## config.mk

```make
export PLATFORM = sky130hd
export DESIGN_NAME = seg_scan_receiver_flat
export DESIGN_NICKNAME = d
export VERILOG_FILES = /design/src/rtl/seg_scan_receiver_if.sv /design/src/rtl/seg_scan_receiver.sv /design/src/flat_wrapper.sv
export SDC_FILE = /design/constraint.sdc
export NUM_CORES = 1
export LEC_CHECK = 0
export CAP_MARGIN = 0
export CORE_MARGIN = 2
export CORE_UTILIZATION = 58
export CTS_BUF_LIST = sky130_fd_sc_hd__clkbuf_4 sky130_fd_sc_hd__clkbuf_8
export DETAILED_ROUTE_END_ITERATION = 8
export PLACE_DENSITY = 0.92
export SLEW_MARGIN = 10
export SYNTH_ARGS = -nofsm -noshare
export SYNTH_HDL_FRONTEND = slang
export SYNTH_SLANG_ARGS = --single-unit
export TNS_END_PERCENT = 50
```

## constraint.sdc

```tcl
create_clock -name clk -period 3.4 [get_ports clk]
set_input_delay 0.51 -clock clk [delete_from_list [all_inputs] [get_ports clk]]
set_output_delay 0.51 -clock clk [all_outputs]
set_load 0.02 [all_outputs]
```

## src/rtl/seg_scan_receiver_if.sv

```systemverilog
// Seven-segment scan bus: active-low anode/segment lines toward the receiver,
// published frame fields back from it.
interface seg_scan_receiver_if #(
  parameter int NUM_DIGITS = 4
);
  logic [NUM_DIGITS-1:0]   an;
  logic [7:0]              seg;
  logic [4*NUM_DIGITS-1:0] digits;
  logic [NUM_DIGITS-1:0]   dp;
  logic [NUM_DIGITS-1:0]   digit_err;
  logic                    frame_valid;

  modport master (
    output an, seg,
    input  digits, dp, digit_err, frame_valid
  );

  modport slave (
    input  an, seg,
    output digits, dp, digit_err, frame_valid
  );
endinterface

```

## src/rtl/seg_scan_receiver.sv

```systemverilog
// Samples a multiplexed seven-segment display bus, waits for each digit to settle,
// decodes it and publishes one coherent frame once every position has been captured.
module seg_scan_receiver #(
  parameter int NUM_DIGITS    = 4,
  parameter int SETTLE_CYCLES = 8
) (
  input logic                 clk,
  input logic                 rst,
  seg_scan_receiver_if.slave  bus
);

  typedef enum logic [1:0] {
    IDLE,
    SETTLE,
    HELD
  } state_t;

  localparam logic [7:0]            SETTLE_MAX = 8'(SETTLE_CYCLES);
  localparam logic [NUM_DIGITS-1:0] ONE_HOT_LSB = NUM_DIGITS'(1);

  logic [NUM_DIGITS-1:0]   an_meta, an_sync, an_prev;
  logic [7:0]              seg_meta, seg_sync, seg_prev;

  state_t                  state, state_n;
  logic [7:0]              cnt, cnt_n;
  logic                    capture;

  logic [NUM_DIGITS-1:0]   sel_onehot;
  logic                    sel_valid;
  logic                    same_sample;
  logic [3:0]              dec_val;
  logic                    dec_err;

  logic [NUM_DIGITS-1:0]   seen, seen_n;
  logic                    frame_ready;
  logic [4*NUM_DIGITS-1:0] stage_val;
  logic [NUM_DIGITS-1:0]   stage_dp;
  logic [NUM_DIGITS-1:0]   stage_err;

  logic [4*NUM_DIGITS-1:0] digits_q;
  logic [NUM_DIGITS-1:0]   dp_q;
  logic [NUM_DIGITS-1:0]   digit_err_q;
  logic                    frame_valid_q;

  // Exact match on segments a..g; anything else is reported as an illegal digit.
  function automatic logic [4:0] decode_seg(input logic [6:0] pattern);
    logic [4:0] result;
    case (pattern)
      7'h40:   result = {1'b0, 4'd0};
      7'h79:   result = {1'b0, 4'd1};
      7'h24:   result = {1'b0, 4'd2};
      7'h30:   result = {1'b0, 4'd3};
      7'h19:   result = {1'b0, 4'd4};
      7'h12:   result = {1'b0, 4'd5};
      7'h02:   result = {1'b0, 4'd6};
      7'h78:   result = {1'b0, 4'd7};
      7'h00:   result = {1'b0, 4'd8};
      7'h10:   result = {1'b0, 4'd9};
      default: result = {1'b1, 4'hF};
    endcase
    return result;
  endfunction

  // The prev stage holds the previous synchronized sample for settle comparison.
  always_ff @(posedge clk or posedge rst) begin
    if (rst) begin
      an_meta  <= '0;
      an_sync  <= '0;
      an_prev  <= '0;
      seg_meta <= '0;
      seg_sync <= '0;
      seg_prev <= '0;
    end else begin
      an_meta  <= bus.an;
      an_sync  <= an_meta;
      an_prev  <= an_sync;
      seg_meta <= bus.seg;
      seg_sync <= seg_meta;
      seg_prev <= seg_sync;
    end
  end

  always_comb begin
    sel_onehot  = ~an_sync;
    sel_valid   = (sel_onehot != '0) &&
                  ((sel_onehot & (sel_onehot - ONE_HOT_LSB)) == '0);
    same_sample = ({an_sync, seg_sync} == {an_prev, seg_prev});
    {dec_err, dec_val} = decode_seg(seg_sync[6:0]);
  end

  always_ff @(posedge clk or posedge rst) begin
    if (rst) begin
      state <= IDLE;
      cnt   <= '0;
    end else begin
      state <= state_n;
      cnt   <= cnt_n;
    end
  end

  // cnt counts identical samples; the capture fires on the edge it reaches SETTLE_MAX.
  always_comb begin
    state_n = state;
    cnt_n   = cnt;
    capture = 1'b0;
    case (state)
      IDLE: begin
        if (sel_valid) begin
          state_n = SETTLE;
          cnt_n   = 8'd1;
        end
      end
      SETTLE: begin
        if (!sel_valid) begin
          state_n = IDLE;
          cnt_n   = '0;
        end else if (!same_sample) begin
          cnt_n = 8'd1;
        end else if (cnt >= SETTLE_MAX - 8'd1) begin
          capture = 1'b1;
          state_n = HELD;
          cnt_n   = SETTLE_MAX;
        end else begin
          cnt_n = cnt + 8'd1;
        end
      end
      HELD: begin
        if (!same_sample) begin
          if (sel_valid) begin
            state_n = SETTLE;
            cnt_n   = 8'd1;
          end else begin
            state_n = IDLE;
            cnt_n   = '0;
          end
        end
      end
      default: begin
        state_n = IDLE;
        cnt_n   = '0;
      end
    endcase
  end

  // A capture on the publish edge lands after the clear and starts the next frame.
  always_comb begin
    frame_ready = &seen;
    seen_n      = frame_ready ? '0 : seen;
    if (capture) begin
      seen_n = seen_n | sel_onehot;
    end
  end

  always_ff @(posedge clk or posedge rst) begin
    if (rst) begin
      seen      <= '0;
      stage_val <= '0;
      stage_dp  <= '0;
      stage_err <= '0;
    end else begin
      seen <= seen_n;
      for (int i = 0; i < NUM_DIGITS; i++) begin
        if (capture && sel_onehot[i]) begin
          stage_val[4*i +: 4] <= dec_val;
          stage_dp[i]         <= ~seg_sync[7];
          stage_err[i]        <= dec_err;
        end
      end
    end
  end

  always_ff @(posedge clk or posedge rst) begin
    if (rst) begin
      digits_q      <= '0;
      dp_q          <= '0;
      digit_err_q   <= '0;
      frame_valid_q <= 1'b0;
    end else begin
      frame_valid_q <= frame_ready;
      if (frame_ready) begin
        digits_q    <= stage_val;
        dp_q        <= stage_dp;
        digit_err_q <= stage_err;
      end
    end
  end

  assign bus.digits      = digits_q;
  assign bus.dp          = dp_q;
  assign bus.digit_err   = digit_err_q;
  assign bus.frame_valid = frame_valid_q;

endmodule
```

## src/flat_wrapper.sv

```systemverilog
// flat-port wrapper written by rule: the top's interface ports become plain ports
module seg_scan_receiver_flat 
#(
  parameter int NUM_DIGITS    = 4,
  parameter int SETTLE_CYCLES = 8
)
  (clk, rst, bus_an, bus_seg, bus_digits, bus_dp, bus_digit_err, bus_frame_valid);
  seg_scan_receiver_if #(.NUM_DIGITS(NUM_DIGITS)) bus_i ();
  input logic clk;
  input logic rst;
  input wire logic [$bits(bus_i.an)-1:0] bus_an;
  input wire logic [$bits(bus_i.seg)-1:0] bus_seg;
  output wire logic [$bits(bus_i.digits)-1:0] bus_digits;
  output wire logic [$bits(bus_i.dp)-1:0] bus_dp;
  output wire logic [$bits(bus_i.digit_err)-1:0] bus_digit_err;
  output wire logic [$bits(bus_i.frame_valid)-1:0] bus_frame_valid;
  assign bus_i.an = bus_an;
  assign bus_i.seg = bus_seg;
  assign bus_digits = bus_i.digits;
  assign bus_dp = bus_i.dp;
  assign bus_digit_err = bus_i.digit_err;
  assign bus_frame_valid = bus_i.frame_valid;
  seg_scan_receiver #(.NUM_DIGITS(NUM_DIGITS), .SETTLE_CYCLES(SETTLE_CYCLES)) u_core (.clk(clk), .rst(rst), .bus(bus_i));
endmodule
```

==> Word-level counts from Yosys, hierarchy flattened <==
Cells that the tools add are included.
Widths: inputs -> output; s select.
{ "word_totals": {"ff_bits": 99, "elab_cells": 81} }
{ "classes": {"addsub": 2, "order_cmp": 1, "n_eq_ne": 16, "muxes": 21, "n_bitwise": 4, "reduce_logical": 12} }
{ "ops": {"columns": ["operator", "n"], "rows": [
  ["$pmux 5 s10", 1],
  ["$mux 8", 5],
  ["$pmux 8 s3", 1],
  ["$eq 7x5->1 const B", 3],
  ["$eq 7x7->1 const B", 3],
  ["$eq 7x6->1 const B", 2],
  ["$eq 12x12->1", 1],
  ["$mux 2", 5],
  ["$add 8x1->8 const B", 1],
  ["$ge 8x3->1 const B", 1],
  ["$mux 4", 2],
  ["$reduce_and 4->1", 2],
  ["$eq 7x2->1 const B", 1],
  ["$logic_not 7->1", 1],
  ["$mux 1", 6],
  ["$ne 3x3->1 const B", 2],
  ["$pmux 2 s3", 1],
  ["$logic_and 1x1->1", 5],
  ["$and 4x4->4", 1],
  ["$logic_not 4->1", 1],
  ["$not 4->4", 1],
  ["$or 4x4->4", 1],
  ["$reduce_bool 4->1", 1],
  ["$sub 4x1->4 const B", 1],
  ["7 further kinds", 7]
]} }

==> Depth between registers and ports, before layout <==
{ "logic_depth": {"ltp_word": 8, "depth_mapped": 8, "ltp_nobuf": 7} }

==> Worst setup path after synthesis <==
OpenSTA, ideal clock, no wires.
{ "synth_timing": {"path_kind": "register -> register", "start": "register u_core.seg_sync[6]", "end": "register u_core.stage_err[0]", "setup_ns": 0.125, "arrival_ns": 2.075, "t_required_ns": 3.275, "slack_ns": 1.201, "path_stages_with_launch": 7, "path_buffers": 1, "period_less_slack_ns": 2.199, "path_cell_list": "dfrtp_1 -> clkbuf_1 -> xnor2_1 -> nand4_1 -> nor3_2 -> nor4b_4 -> mux2_2"} }
{ "synth_between": {"elab_chain_len": 5, "word_cells_on_any_way": 16} }
{ "synth_lines": {"columns": ["element", "line", "text"], "rows": [
  ["start, declared", "seg_scan_receiver.sv:22", "logic [7:0] seg_meta, seg_sync, seg_prev;"],
  ["start signal, assigned", "seg_scan_receiver.sv:78", "seg_sync <= seg_meta;"],
  ["$eq 12x12->1", "seg_scan_receiver.sv:87", "same_sample = ({an_sync, seg_sync} == {an_prev, seg_prev});"],
  ["$mux 1", "seg_scan_receiver.sv:117", "end else if (!same_sample) begin"],
  ["$mux 1", "seg_scan_receiver.sv:114", "if (!sel_valid) begin"],
  ["$mux 1", "seg_scan_receiver.sv:106", "case (state)"],
  ["$logic_and 1x1->1", "seg_scan_receiver.sv:163", "if (capture && sel_onehot[i]) begin"],
  ["end signal, assigned by index", "seg_scan_receiver.sv:166", "stage_err[i] <= dec_err;"],
  ["end, declared", "seg_scan_receiver.sv:38", "logic [NUM_DIGITS-1:0] stage_err;"]
]} }
Several ways; a longest one is shown, not always the timed one.
A chain may end at the register's enable or synchronous reset.

==> Final worst setup path <==
{ "layout_timing": {"start": "register u_core.an_sync[1]", "end": "register u_core.stage_val[15]"} }
{ "layout_between": {"elab_chain_len": 8, "word_cells_on_any_way": 11} }
{ "layout_lines": {"columns": ["element", "line", "text"], "rows": [
  ["start, declared", "seg_scan_receiver.sv:21", "logic [NUM_DIGITS-1:0] an_meta, an_sync, an_prev;"],
  ["start signal, assigned", "seg_scan_receiver.sv:75", "an_sync <= an_meta;"],
  ["$not 4->4", "seg_scan_receiver.sv:84", "sel_onehot = ~an_sync;"],
  ["$sub 4x1->4", "seg_scan_receiver.sv:86", "((sel_onehot & (sel_onehot - ONE_HOT_LSB)) == '0);"],
  ["$and 4x4->4", "seg_scan_receiver.sv:86", null],
  ["$logic_not 4->1", "seg_scan_receiver.sv:86", null],
  ["$logic_and 1x1->1", "seg_scan_receiver.sv:85", "sel_valid = (sel_onehot != '0) &&"],
  ["$mux 1 (*)", "seg_scan_receiver.sv:114", null],
  ["$mux 1 (*)", "seg_scan_receiver.sv:106", null],
  ["$logic_and 1x1->1 (*)", "seg_scan_receiver.sv:163", null],
  ["end signal, assigned by index", "seg_scan_receiver.sv:164", "stage_val[4*i +: 4] <= dec_val;"],
  ["end, declared", "seg_scan_receiver.sv:36", "logic [4*NUM_DIGITS-1:0] stage_val;"]
]} }
Every way passes the cells marked *; elsewhere a longest branch is shown, timed or not.

==> summary by stage <==
STA
Headroom to the max-slew limit came out at a little over half. Summed over all failing endpoints, the final setup total negative slack is 0 ns. The number of failing hold endpoints at the final stage was 0. The max-slew violation count was 0. The final critical path takes up between 70% and 80% of the cycle.

At the pin with the least slew margin, the transition time is 0.700 ns. Setup repair after global routing left no endpoint under its margin. For the finished layout, the period the worst path requires is about 2.7 ns. The setup-violating endpoint count in the final report is 0. For the final database, setup skew stands at about 0.01 ns.

Timing would allow up to around 370 MHz.

Layout
The top cell types in the final layout, fill and taps aside, are 99 x dfrtp_1, 77 x nand2_1, 38 x clkdlybuf4s50_1, 21 x mux2_2. The repair_antennas step left the layout with diodes totalling 0. The finished cells cover 0.00449 mm2. At the end of the flow, the number of nets in the layout was 370. The share of post-route cells with drive strength above 1 is a little over an eighth.

Leaving out fill and tap cells, the most frequent cell in the layout is dfrtp_1. The area added between synthesis and finish is 16.5%.

Yosys
The count of distinct cell types in the synthesized netlist is 46. The number of nets in the synthesized netlist is about 330. The share of synthesized flip-flops with an asynchronous set or reset is between 90% and 100%. The leading register cell type out of synthesis is dfrtp_1.

The proportion of synthesized chip area in sequential cells is between 60% and 70%. The number of synthesized flops with an enable pin is 0. For this run, the number of Yosys warnings is 0. After synthesis the netlist holds a flip-flop and latch count of 99. The synthesized instance count is approximately 320.

The per-instance average area after synthesis is 12.2 um2. The combined area of all synthesized cells is 0.00385 mm2.

Drt
In the final routed layout, each cell accounts on average for 16.0 um. The routed wire length is about 7000 um. The uppermost layer routed is met4.

The wire length on met3 is 310 um. The number of detailed-route iterations in the first pass is 4. In this run the remaining antenna-violating nets after routing total 0. For this block, wires on met1 add up to ~3100 um. Using the TritonRoute via totals, the vias-per-cell ratio works out to roughly 5.6. The routed layout has ~2400 vias.

The routed design uses 3470 um of met2 wire. The count of unresolved DRC violations after routing is 0. For this block, the initial DRC count from the detailed router was 218.

Clock tree
The count of instances resized after the clock tree is built is 0. Buffers added to address setup during post-CTS repair amount to 0. The count of hold-fix buffers inserted at cts is 0.

CTS built an H-tree with a depth of 3. The clock net sink count is 99. For the worst-skew pair, the clock arrives at the later sink with an insertion delay of about 0.36 ns. Counting the buffers created by CTS gives 9. Counting along the longest clock path gives a buffer depth of 2. The post-CTS clock slew at the launch and capture registers of the worst setup and hold paths is around 0.09 ns. The root cell of the clock tree is clkbuf_8. TritonCTS built the clock tree.

Pwr
Of the total power, the share spent switching nets is between 20% and 30%. Registers are responsible for between 60 and 70% of the overall power. For this design the static power due to leakage is ~2.2 nW. The fraction of power consumed by the clock network is roughly a third. Across the VDD grid, the largest voltage drop is approximately 0.00037 V. Dividing total power by cell area gives a power density of roughly 450 mW/mm2. In this run the power spent charging and discharging nets is around 0.00048 W. The share of total power dissipated in combinational logic is under 10%. Cell internal power was estimated by the tool at approximately 0.0015 W.

Floorplanning
In this run the count of I/O pins placed on the die edge is 39. The effective utilization at floorplan is between 60% and 70%. The floorplan step set the die height to 85.5 um. The site row count is 29. Measured along the x axis, the die boundary spans ~86 um. The core region is about 0.0064 mm2. The die covers 0.00731 mm2.

Global routing
The overall routing resource usage is 21.8%. The total grt overflow is 0. The via count of the first global-routing pass is 2484. The number of antenna violations at the first check in global routing is 0. The first global-routing pass estimated 12200 um of wire.

Entering global routing, the biggest net connects 58 pins.

Setup path
The critical path buffer and inverter count is 0. The category of the worst setup path capture point is a flop. The startpoint class of the critical path is a flop. For the worst setup path, the data arrival time is 2.94 ns.

The flop-to-flop setup slack is 0.71 ns. Walking the worst path, the cells encountered are xnor2_1 > nand4_1 > nor3_2 > nor4b_4 > mux2_2. For this design, the slowest cell found on the critical path is nor4b_4. The critical path data required time is 3.65 ns. The critical-path maximum fanout is 10.

The kind of cell with the highest combined delay on the critical path is simple AND/OR/NAND/NOR gates. On the worst path, the slowest cell contributes a delay of approximately 0.65 ns. The startpoint-to-endpoint class of the critical path is reg -> reg.

Place
The final weighted congestion in routability-driven placement is 0.825. During placement, the flow inserted port buffers numbering 38. The area of placed instances is ~0.0043 mm2. The half-perimeter wire length after detailed placement is 4800 um.

Min path
In this run the worst hold path is classified as reg -> reg.

Flow run
Across the run, the number of max-cap violations was 0.

Status
The flow ran to the end, and the final reports show no timing, DRC or antenna violations.
## state kept, by name (all words and copies together) (netlist names)
signal / cells
u_core.seg_meta: 8
u_core.bus.frame_valid: 1
u_core.an_prev: 4
u_core.seg_prev: 8
u_core.an_meta: 4
u_core.stage_val: 16
u_core.bus.dp: 4
u_core.stage_err: 4
u_core.state: 2
u_core.stage_dp: 4
u_core.seg_sync: 8
u_core.an_sync: 4
u_core.bus.digits: 16
u_core.seen: 4
u_core.cnt: 8
u_core.bus.digit_err: 4
## worst register-to-register path, stage by stage (launching register included)
cell,delay [ns]
dfrtp_1,0.48
xnor2_1,0.28
nand4_1,0.20
nor3_2,0.58
nor4b_4,0.65
mux2_2,0.41
## cells in the mapped netlist (2+ instances only)
cell	n	area share, %
and4b_1	2	0.52
a21oi_1	7	0.91
mux2i_1	2	0.52
nand4_1	5	0.81
clkbuf_1	10	0.97
dfrtp_1	99	64
nor4_1	4	0.65
and2_1	4	0.65
nor2b_1	3	0.49
o21ai_0	5	0.65
nand2_1	77	7.5
a31oi_1	4	0.65
a21o_1	6	1.2
mux2_2	21	6.1
inv_1	3	0.29
nand3_1	2	0.26
nor4b_4	4	2.5
o2bb2ai_1	2	0.45
nor2_1	13	1.3
xnor2_1	13	3.0
buf_2	2	0.26
and3_1	5	0.81
## worst paths after layout
kind                                         from                    to  cells after the start
worst max-delay path            u_core.an_sync[1]  u_core.stage_val[15]                      5
worst min-delay path            u_core.an_meta[1]     u_core.an_sync[1]                      0
worst max register to register  u_core.an_sync[1]  u_core.stage_val[15]                      5
worst min register to register  u_core.an_meta[1]     u_core.an_sync[1]                      0
max in group asynchronous                     rst      u_core.bus.dp[1]                      3
min in group asynchronous                     rst    u_core.seg_meta[2]                      2
## kinds of logic after synthesis
kind of cell,after synthesis,synth area share [%]
AND/OR/NAND/NOR,126,17.1
flip-flops,99,64.3
AO/OA/AOI/OAI,36,6.59
multiplexers,23,6.65
buffers and inverters,18,1.91
XOR/XNOR,14,3.18
adder cells (fa/ha/maj),1,0.325
## cell type report
| cell class | instances | area [um2] |
|---|---|---|
| clock buffer | 10 | 138 |
| clock inverter | 6 | 47.5 |
| fill | 418 | 1900 |
| inverter | 5 | 20.0 |
| multi-input combinational | 200 | 1300 |
| sequential | 99 | 2480 |
| tap | 77 | 96.3 |
| timing repair buffer | 40 | 408 |
## power by group through the flow
| stage | Clock [W] | Combinational, W | Sequential [W] |
|---|---|---|---|
| final | 0.000691 | 0.0000989 | 0.00123 |
| after global routing | 0.000769 | 0.000112 | 0.00123 |
| after CTS | 0.000704 | 0.000101 | 0.00123 |
| after detailed placement | 0 | 0.0000997 | 0.00125 |
| after global placement | 0 | 0.0000960 | 0.00125 |
| after floorplan | 0 | 0.0000754 | 0.00124 |
## through the flow
stage / power [W] / setup slack (ns) / hold slack [ns] / util [%] / instances
4_1_cts: 0.00204 / 0.769 / 0.355 / 70.3 / 437
2_1_floorplan: 0.00131 / 0.300 / 0.331 / - / 317
3_3_place_gp: 0.00135 / 0.947 / 0.333 / 67.4 / 421
6_report: 0.00202 / 0.709 / 0.353 / 70.3 / 437
3_5_place_dp: 0.00135 / 0.800 / 0.335 / 67.4 / 421
5_1_grt: 0.00212 / 0.554 / 0.365 / 70.3 / 437
## layer usage
metal  vias to the layer above  track usage [%]
li1                       1156                -
met1                      1214             31.0
met2                        66             33.6
met3                        11             3.66
met4                         0             9.81
met5                         -                0
Power figures use the tool's default switching activity.
